[config.mk]
export PLATFORM = sky130hd
export DESIGN_NAME = gcd_requester_flat
export DESIGN_NICKNAME = d
export VERILOG_FILES = /design/src/rtl/gcd_requester_if.sv /design/src/rtl/gcd_requester.sv /design/src/flat_wrapper.sv
export SDC_FILE = /design/constraint.sdc
export NUM_CORES = 1
export LEC_CHECK = 0
export ABC_AREA = 1
export BUFFER_PORTS_ARGS = -buffer_cell sky130_fd_sc_hd__buf_2
export CAP_MARGIN = 40
export CORE_MARGIN = 1
export CORE_UTILIZATION = 33
export CTS_BUF_LIST = sky130_fd_sc_hd__clkbuf_16
export DETAILED_ROUTE_END_ITERATION = 8
export SLEW_MARGIN = 0
export SYNTH_ARGS = -nofsm -noshare
export SYNTH_HDL_FRONTEND = slang
export SYNTH_SLANG_ARGS = --single-unit
[constraint.sdc]
create_clock -name clk -period 1.85 [get_ports clk]
set_input_delay 0.555 -clock clk [delete_from_list [all_inputs] [get_ports clk]]
set_output_delay 0.555 -clock clk [all_outputs]
set_load 0.005 [all_outputs]
[src/rtl/gcd_requester_if.sv]
// Handshake bundle between a gcd_requester and its surroundings: the valid/ready
// operand and result ports plus the four-phase req/ack bus towards gcd_top.
// master: the requester's view. slave: the host/consumer/gcd_top view.
interface gcd_requester_if #(
  parameter int unsigned W = 16
);
  logic         in_valid;
  logic         in_ready;
  logic [W-1:0] a_in;
  logic [W-1:0] b_in;
  logic         req;
  logic [W-1:0] AB;
  logic         ack;
  logic [W-1:0] C;
  logic         out_valid;
  logic         out_ready;
  logic [W-1:0] result;
  logic         out_err;

  modport master (
    input  in_valid, a_in, b_in, ack, C, out_ready,
    output in_ready, req, AB, out_valid, result, out_err
  );

  modport slave (
    output in_valid, a_in, b_in, ack, C, out_ready,
    input  in_ready, req, AB, out_valid, result, out_err
  );
endinterface

[src/rtl/gcd_requester.sv]
// Initiator for gcd_top: takes one operand pair, sends A then B over the shared
// AB bus as two full four-phase req/ack cycles, captures C on the second ack and
// offers it on a valid/ready result port. Any single ack wait longer than TIMEOUT
// cycles aborts the transaction and reports out_err.
module gcd_requester #(
  parameter int unsigned W       = 16,
  parameter int unsigned TIMEOUT = 1024
) (
  input logic             clk,
  input logic             reset,
  gcd_requester_if.master bus
);

  localparam int unsigned CntW      = (TIMEOUT > 0) ? $clog2(TIMEOUT + 1) : 1;
  localparam logic [CntW-1:0] CntMax = CntW'(TIMEOUT);
  localparam bit TimeoutEn = (TIMEOUT != 0);

  typedef enum logic [2:0] {
    StIdle,
    StReqA,
    StRelA,
    StReqB,
    StRelB,
    StAbort,
    StOut
  } state_e;

  state_e          state_q, state_d;
  logic            req_q, req_d;
  logic [W-1:0]    ab_q, ab_d;
  logic [W-1:0]    b_q, b_d;        // A goes straight onto AB; only B needs holding
  logic            out_valid_q, out_valid_d;
  logic [W-1:0]    result_q, result_d;
  logic            out_err_q, out_err_d;
  logic [CntW-1:0] cnt_q, cnt_d;
  logic            timeout_hit;

  assign timeout_hit = TimeoutEn && (cnt_q == CntMax);

  // Next-state and registered-output logic; every register holds by default.
  always_comb begin
    state_d     = state_q;
    req_d       = req_q;
    ab_d        = ab_q;
    b_d         = b_q;
    out_valid_d = out_valid_q;
    result_d    = result_q;
    out_err_d   = out_err_q;
    unique case (state_q)
      StIdle: begin
        if (bus.in_valid) begin
          ab_d    = bus.a_in;
          b_d     = bus.b_in;
          req_d   = 1'b1;
          state_d = StReqA;
        end
      end
      StReqA: begin
        if (timeout_hit) begin
          req_d   = 1'b0;
          state_d = StAbort;
        end else if (bus.ack) begin
          req_d   = 1'b0;
          state_d = StRelA;
        end
      end
      StRelA: begin
        if (timeout_hit) begin
          req_d   = 1'b0;
          state_d = StAbort;
        end else if (!bus.ack) begin
          ab_d    = b_q;
          req_d   = 1'b1;
          state_d = StReqB;
        end
      end
      StReqB: begin
        if (timeout_hit) begin
          req_d   = 1'b0;
          state_d = StAbort;
        end else if (bus.ack) begin
          result_d = bus.C;
          req_d    = 1'b0;
          state_d  = StRelB;
        end
      end
      StRelB: begin
        if (timeout_hit) begin
          req_d   = 1'b0;
          state_d = StAbort;
        end else if (!bus.ack) begin
          out_valid_d = 1'b1;
          out_err_d   = 1'b0;
          state_d     = StOut;
        end
      end
      StAbort: begin
        // Never re-arm req until the responder has released ack.
        if (!bus.ack) begin
          result_d    = '0;
          out_err_d   = 1'b1;
          out_valid_d = 1'b1;
          state_d     = StOut;
        end
      end
      StOut: begin
        if (bus.out_ready) begin
          out_valid_d = 1'b0;
          state_d     = StIdle;
        end
      end
      default: begin
        req_d   = 1'b0;
        state_d = StIdle;
      end
    endcase
  end

  // Cycle counter restarts on every state change.
  always_comb begin
    cnt_d = (state_d != state_q) ? '0 : cnt_q + CntW'(1);
  end

  // State and output registers with synchronous active-low reset.
  always_ff @(posedge clk) begin
    if (!reset) begin
      state_q     <= StIdle;
      req_q       <= 1'b0;
      ab_q        <= '0;
      b_q         <= '0;
      out_valid_q <= 1'b0;
      result_q    <= '0;
      out_err_q   <= 1'b0;
      cnt_q       <= '0;
    end else begin
      state_q     <= state_d;
      req_q       <= req_d;
      ab_q        <= ab_d;
      b_q         <= b_d;
      out_valid_q <= out_valid_d;
      result_q    <= result_d;
      out_err_q   <= out_err_d;
      cnt_q       <= cnt_d;
    end
  end

  assign bus.in_ready  = (state_q == StIdle) && reset;
  assign bus.req       = req_q;
  assign bus.AB        = ab_q;
  assign bus.out_valid = out_valid_q;
  assign bus.result    = result_q;
  assign bus.out_err   = out_err_q;

endmodule
[src/flat_wrapper.sv]
// flat-port wrapper written by rule: the top's interface ports become plain ports
module gcd_requester_flat 
#(
  parameter int unsigned W       = 16,
  parameter int unsigned TIMEOUT = 1024
)
  (clk, reset, bus_in_valid, bus_a_in, bus_b_in, bus_ack, bus_C, bus_out_ready, bus_in_ready, bus_req, bus_AB, bus_out_valid, bus_result, bus_out_err);
  gcd_requester_if #(.W(W)) bus_i ();
  input logic clk;
  input logic reset;
  input wire logic [$bits(bus_i.in_valid)-1:0] bus_in_valid;
  input wire logic [$bits(bus_i.a_in)-1:0] bus_a_in;
  input wire logic [$bits(bus_i.b_in)-1:0] bus_b_in;
  input wire logic [$bits(bus_i.ack)-1:0] bus_ack;
  input wire logic [$bits(bus_i.C)-1:0] bus_C;
  input wire logic [$bits(bus_i.out_ready)-1:0] bus_out_ready;
  output wire logic [$bits(bus_i.in_ready)-1:0] bus_in_ready;
  output wire logic [$bits(bus_i.req)-1:0] bus_req;
  output wire logic [$bits(bus_i.AB)-1:0] bus_AB;
  output wire logic [$bits(bus_i.out_valid)-1:0] bus_out_valid;
  output wire logic [$bits(bus_i.result)-1:0] bus_result;
  output wire logic [$bits(bus_i.out_err)-1:0] bus_out_err;
  assign bus_i.in_valid = bus_in_valid;
  assign bus_i.a_in = bus_a_in;
  assign bus_i.b_in = bus_b_in;
  assign bus_i.ack = bus_ack;
  assign bus_i.C = bus_C;
  assign bus_i.out_ready = bus_out_ready;
  assign bus_in_ready = bus_i.in_ready;
  assign bus_req = bus_i.req;
  assign bus_AB = bus_i.AB;
  assign bus_out_valid = bus_i.out_valid;
  assign bus_result = bus_i.result;
  assign bus_out_err = bus_i.out_err;
  gcd_requester #(.W(W), .TIMEOUT(TIMEOUT)) u_core (.clk(clk), .reset(reset), .bus(bus_i));
endmodule
==> impl_metrics.ini, run 1 <==
[status]
status = completed

[routing]
drt_iter0_drc = 95
first_pass_iters = 4
vias = 2911
wl_per_cell_um = 12.76
drc = 0
drt-total-wl_mm = 7.644
postRouteAntennaNets = 0
via_per_inst = 4.860

[final_layout]
areaGrowthSynthToFinish_pct = 33.21
utilization_pct = 45.05
layout.cells.most_common_list = buf_2, nand2_1, nand3_1, dfxtp_1, a21oi_1
nFillCells = 907
num_antenna_cells = 0
final_layout_size_suffix_gt1_share_pct = 34.01
multi_input_area_um2 = 1419
seq_area_um2 = 1306
final_common_cell = buf_2
fin_nets = 542

[logic_synthesis]
syn_area_um2 = 2935
synth.distinct_cells = 30
syn-num-nets = 439
async_reset_ff_share_pct = 0
syn_inst = 384
ys_warn_count = 0
syn_avg_cell_area_um2 = 7.644
ys_seq_area_share_pct = 44.33
synth_edf_count = 0
ys_ff_latch = 65
synthFlopType = dfxtp_1

[hold_path]
min_path_type = flip-flop to flip-flop

[cts]
cts_inserted_buffers = 9
clk_latency_ns = 0.33
path_clk_slew_ns = 0.05
cts.htree.levels = 3
clock-root-buffer = clkbuf_16
cts_hold_buf = 0
cts_sinks = 65
cts_buffer_depth = 2
cts_tree = done

[timing]
slew_headroom_pct = 73.37
setup_viol = 0
drv_slew = 0
max_freq_mhz = 551.3
tightest_slew_ns = 0.3994
setup_slack_ns = 0.03603
hold_violations = 0
fin_crit_sh_pct = 98.05
finClkSkew_ns = 0.007385
period_needed_ns = 1.814
rsz0062_at_grt = yes

[worst_setup_path]
r2r_start = u_core.cnt_q[0]
path_class = flip-flop to output port
crit_start = u_core.state_q[2]
r2r-end = u_core.cnt_q[10]
endpoint_kind = output port
critPathLaunchType = flip-flop
cp.arrival_ns = 1.26
cp_max_fo = 4
worstSetupEndpoint = bus_in_ready
crit_required_ns = 1.29
rrSetupSlack_ns = 0.13
reg2reg_depth = 9

[global_route]
grt_pass1_vias = 2563
grt_pass1_wl_mm = 11.84
gr-usage-all-layers_pct = 16.95
grt_max_degree = 38
antenna_found_initial = 0
grt_overflow = 0

[power]
ir_drop_mv = 0.4408
power.leakage_nw = 1.765
powerDensity_nw_per_um2 = 910.8

[floorplanning]
rows = 34
die_x_um = 96.31
initial_core_util_pct = 33.82
dieArea_um2 = 9276
dieHeight_um = 96.31
ios = 89
core-area_um2 = 8678

[place]
post-place-ws_ns = 0.04518
port_buffers = 88
gp_congestion = 0.8515
dp_hpwl_mm = 5.396

[flow_run]
max-cap-violations = 0
==> stage by stage <==
step	cells	power [mW]	hold slack (ns)	area, um2	TNS (ns)
after global routing	599	3.746	0.4778	3910	-0.05209
final	599	3.561	0.4600	3910	0
after floorplan	384	1.895	0.4459	2935	0
after CTS	596	3.600	0.4608	3860	0
after detailed placement	580	2.137	0.4537	3600	0
after global placement	580	2.130	0.4472	3600	0
==> Yosys cell counts, types with 2 or more instances <==
| cell type | count | area, um2 |
|---|---|---|
| nand2_2 | 4 | 25.02 |
| a21oi_1 | 37 | 185.2 |
| ha_1 | 2 | 25.02 |
| nand3_1 | 64 | 320.3 |
| clkbuf_1 | 10 | 37.54 |
| nor2_1 | 14 | 52.55 |
| nor3_2 | 10 | 100.1 |
| nor2_2 | 2 | 12.51 |
| nand4_1 | 2 | 12.51 |
| xor2_1 | 4 | 35.03 |
| o21ai_1 | 13 | 65.06 |
| buf_2 | 7 | 35.03 |
| dfxtp_1 | 65 | 1301 |
| xnor2_1 | 5 | 43.79 |
| inv_2 | 10 | 37.54 |
| o21ai_0 | 7 | 35.03 |
| buf_6 | 2 | 22.52 |
| nand2_1 | 80 | 300.3 |
| buf_4 | 5 | 37.54 |
| nor3_1 | 2 | 10.01 |
| inv_1 | 15 | 56.30 |
| a31oi_1 | 16 | 100.1 |
==> how the worst min path moves through the flow <==
stage / startpoint / to / slack [ns] / cells past startpoint
finish: u_core.bus.req / u_core.bus.req / 0.46 / 2
global route: u_core.bus.result[2] / u_core.bus.result[2] / 0.48 / 2
CTS: u_core.bus.req / u_core.bus.req / 0.46 / 2
detailed placement: u_core.bus.req / u_core.bus.req / 0.45 / 2
global placement: u_core.bus.result[12] / u_core.bus.result[12] / 0.45 / 2
floorplan: u_core.b_q[0] / u_core.b_q[0] / 0.45 / 2
==> flip-flops by register name, indices dropped and copies added (netlist names) <==
register and count:
u_core.state_q 3, u_core.bus.out_valid 1, u_core.bus.AB 16, u_core.bus.req 1
u_core.bus.result 16, u_core.b_q 16, u_core.bus.out_err 1, u_core.cnt_q 11
==> per-layer routing <==
metal | GRT usage [%] | wire, um | vias up
met5 | 0 | 0 | -
met4 | 7.598 | 127 | 0
met1 | 21.17 | 3520 | 1306
li1 | - | - | 1507
met3 | 4.344 | 416 | 13
met2 | 27.36 | 3580 | 85
==> critical path, cell delays in order, from the launching register on <==
cell and delay, ns:
dfxtp_2 0.31, buf_6 0.13, nor2_8 0.08, inv_2 0.04, nor2_2 0.11, inv_1 0.06, nor2_1 0.09, buf_2 0.12
==> where the power goes <==
| group | internal (mW) | switching, mW |
|---|---|---|
| sequential | 1.49 | 0.0534 |
| clock | 0.876 | 0.568 |
| combinational | 0.252 | 0.321 |
==> repair_timing <==
item                       4_1_cts  5_1_grt
setup endpoints to repair        1       31
hold endpoints to repair         0        0
pin swaps                        1        2
resized for setup                0       10
setup buffers                    1        4
==> area by class of cell <==
class,instances,area share (%)
clock inverter,6,0.7040
clock buffer,9,5.760
sequential,65,33.41
timing repair buffer,117,17.98
multi-input combinational,269,36.29
tap,108,3.456
inverter,25,2.400
==> cell families after synthesis <==
family | share of synthesized area, %
simple gates | 30.31
compound gates | 13.98
flops | 44.33
buf+inv | 7.843
xor+xnor | 2.685
fa+ha+maj | 0.8524
Note: power is estimated with default switching activity, not from simulation.
==> run 2, diff against run 1 <==
--- a/config.mk
+++ b/config.mk
@@ -13,5 +13,5 @@
 export CTS_BUF_LIST = sky130_fd_sc_hd__clkbuf_16
 export DETAILED_ROUTE_END_ITERATION = 8
-export SLEW_MARGIN = 0
+export SLEW_MARGIN = 10
 export SYNTH_ARGS = -nofsm -noshare
 export SYNTH_HDL_FRONTEND = slang
==> constraint.sdc (replaced) <==
create_clock -name clk -period 1.85 [get_ports clk]
set_input_delay 0.37 -clock clk [delete_from_list [all_inputs] [get_ports clk]]
set_output_delay 0.37 -clock clk [all_outputs]
set_load 0.005 [all_outputs]
==> run 2 against run 1 <==
Critical path depth rose by 5. Sequential power barely moved. Cell count fell by 1.0%. Total power rose by 3.8%. Critical path type is now flip-flop to flip-flop. Largest power group is now the clock network. Highest routed layer unchanged.
==> impl_metrics.ini, run 2 (synthesis gave the netlist of run 1 again) <==
[routing]
first_pass_iters = 4
vias = 2911
drt_iter0_drc = 164
drt-total-wl_mm = 7.718
wl_per_cell_um = 13.02
postRouteAntennaNets = 0
drc = 0
via_per_inst = 4.909

[global_route]
grt_pass1_vias = 2651
gr-usage-all-layers_pct = 17.45
grt_overflow = 0
antenna_found_initial = 0
grt_pass1_wl_mm = 12.36
grt_max_degree = 23

[timing]
period_needed_ns = 1.733
setup_slack_ns = 0.1169
slew_headroom_pct = 79.87
max_freq_mhz = 577.0
hold_violations = 0
finClkSkew_ns = 0.004987
fin_hold_ws_ns = 0.3070
setup_viol = 0
tightest_slew_ns = 0.3009
drv_slew = 0
fin_crit_sh_pct = 93.68

[floorplanning]
dieArea_um2 = 9276
initial_core_util_pct = 33.82
core-area_um2 = 8678
dieHeight_um = 96.31
ios = 89
rows = 34
die_x_um = 96.31

[cts]
cts_tree = done
cts_sinks = 65
post_cts.repair.setup_buffers = 0
cts_inserted_buffers = 9
clock-root-buffer = clkbuf_16
cts_hold_buf = 0
cts_buffer_depth = 2
path_clk_slew_ns = 0.05
clk_latency_ns = 0.32
cts.htree.levels = 3

[status]
status = completed

[final_layout]
areaGrowthSynthToFinish_pct = 31.76
layout.cells.most_common_list = buf_2, nand2_1, nand3_1, dfxtp_1, a21oi_1
final_common_cell = buf_2
final_cells = 593
fin_nets = 535
nFillCells = 917
final_layout_size_suffix_gt1_share_pct = 33.20
postLayoutCellArea_um2 = 3867
seq_area_um2 = 1306
multi_input_area_um2 = 1434
num_antenna_cells = 0

[place]
post-place-ws_ns = 0.05255
placed_area_um2 = 3552
dp_hpwl_mm = 5.519
gp_congestion = 0.8550
dp.cells = 577
port_buffers = 88

[power]
ir_drop_mv = 0.3596
totalPowerFinal_mw = 3.695
power.leakage_nw = 1.739
powerDensity_nw_per_um2 = 955.5

[worst_setup_path]
cp_num_buf_inv = 2
r2r_start = u_core.cnt_q[1]
critPathLaunchType = flip-flop
crit_chain = inv_1, ha_1, nand2_1, nor2_4, nand2_2, nand2_2, nand2_1, nand2_1, nand2_1, nand3_1, buf_4, nor3_2
cp_common_cell = nand2_1
crit_start = u_core.cnt_q[1]
crit_required_ns = 2.10
path_class = flip-flop to flip-flop
endpoint_kind = flip-flop
cp.arrival_ns = 1.98
crit_family = simple AND/OR/NAND/NOR gates
slowest_stage = dfxtp_1
cp_max_fo = 6
max_stage_delay_ns = 0.38

[hold_path]
worstHoldStart = bus_b_in[15]
min_path_type = input port to flip-flop

[flow_run]
max-cap-violations = 0
[run 2: metal layers]
metal,vias up,global-route usage [%],wire (um)
met5,-,0,0
met4,0,6.373,43
met3,6,4.502,362
met2,82,27.42,3752
met1,1331,22.96,3560
li1,1492,-,-
[run 2: power breakdown]
group	internal (mW)	total (mW)	switching (mW)
logic	0.240	0.561	0.321
registers	1.49	1.55	0.0569
clock network	1.02	1.59	0.569
[run 2: stage by stage]
step,setup TNS (ns),utilization [%]
after detailed placement,0,40.93
after CTS,0,44.16
after floorplan,0,-
after global routing,-0.1200,44.56
after global placement,0,40.93
final,0,44.56
[run 2: layout make-up]
type,instances,share of cell area [%]
multi-input cells,269,37.08
flip-flops and latches,65,33.78
repair buffers,110,15.98
clock buffers,9,5.823
well taps,108,3.494
inverters,25,2.426
clock inverters,7,1.423
[run 2: path summary, 6_finish.rpt]
kind,endpoint,slack [ns],cells past startpoint
worst max-delay path,u_core.cnt_q[9],0.12,12
worst max register to register,u_core.cnt_q[9],0.12,12
worst min register to register,u_core.cnt_q[0],0.46,1
worst min-delay path,u_core.b_q[15],0.31,3
[run 2: repair_timing]
action | 4_1_cts | 5_1_grt
pin swaps | 1 | 0
resized for setup | 0 | 11
endpoints found under the setup margin | 1 | 45
[run 2: worst reg2reg max path: stages, from the launching register on]
cell     delay (ns)
dfxtp_1        0.38
inv_1          0.07
ha_1           0.17
nand2_1        0.11
nor2_4         0.06
nand2_2        0.10
nand2_2        0.09
nand2_1        0.09
nand2_1        0.07
nand2_1        0.06
nand3_1        0.11
buf_4          0.19
nor3_2         0.15
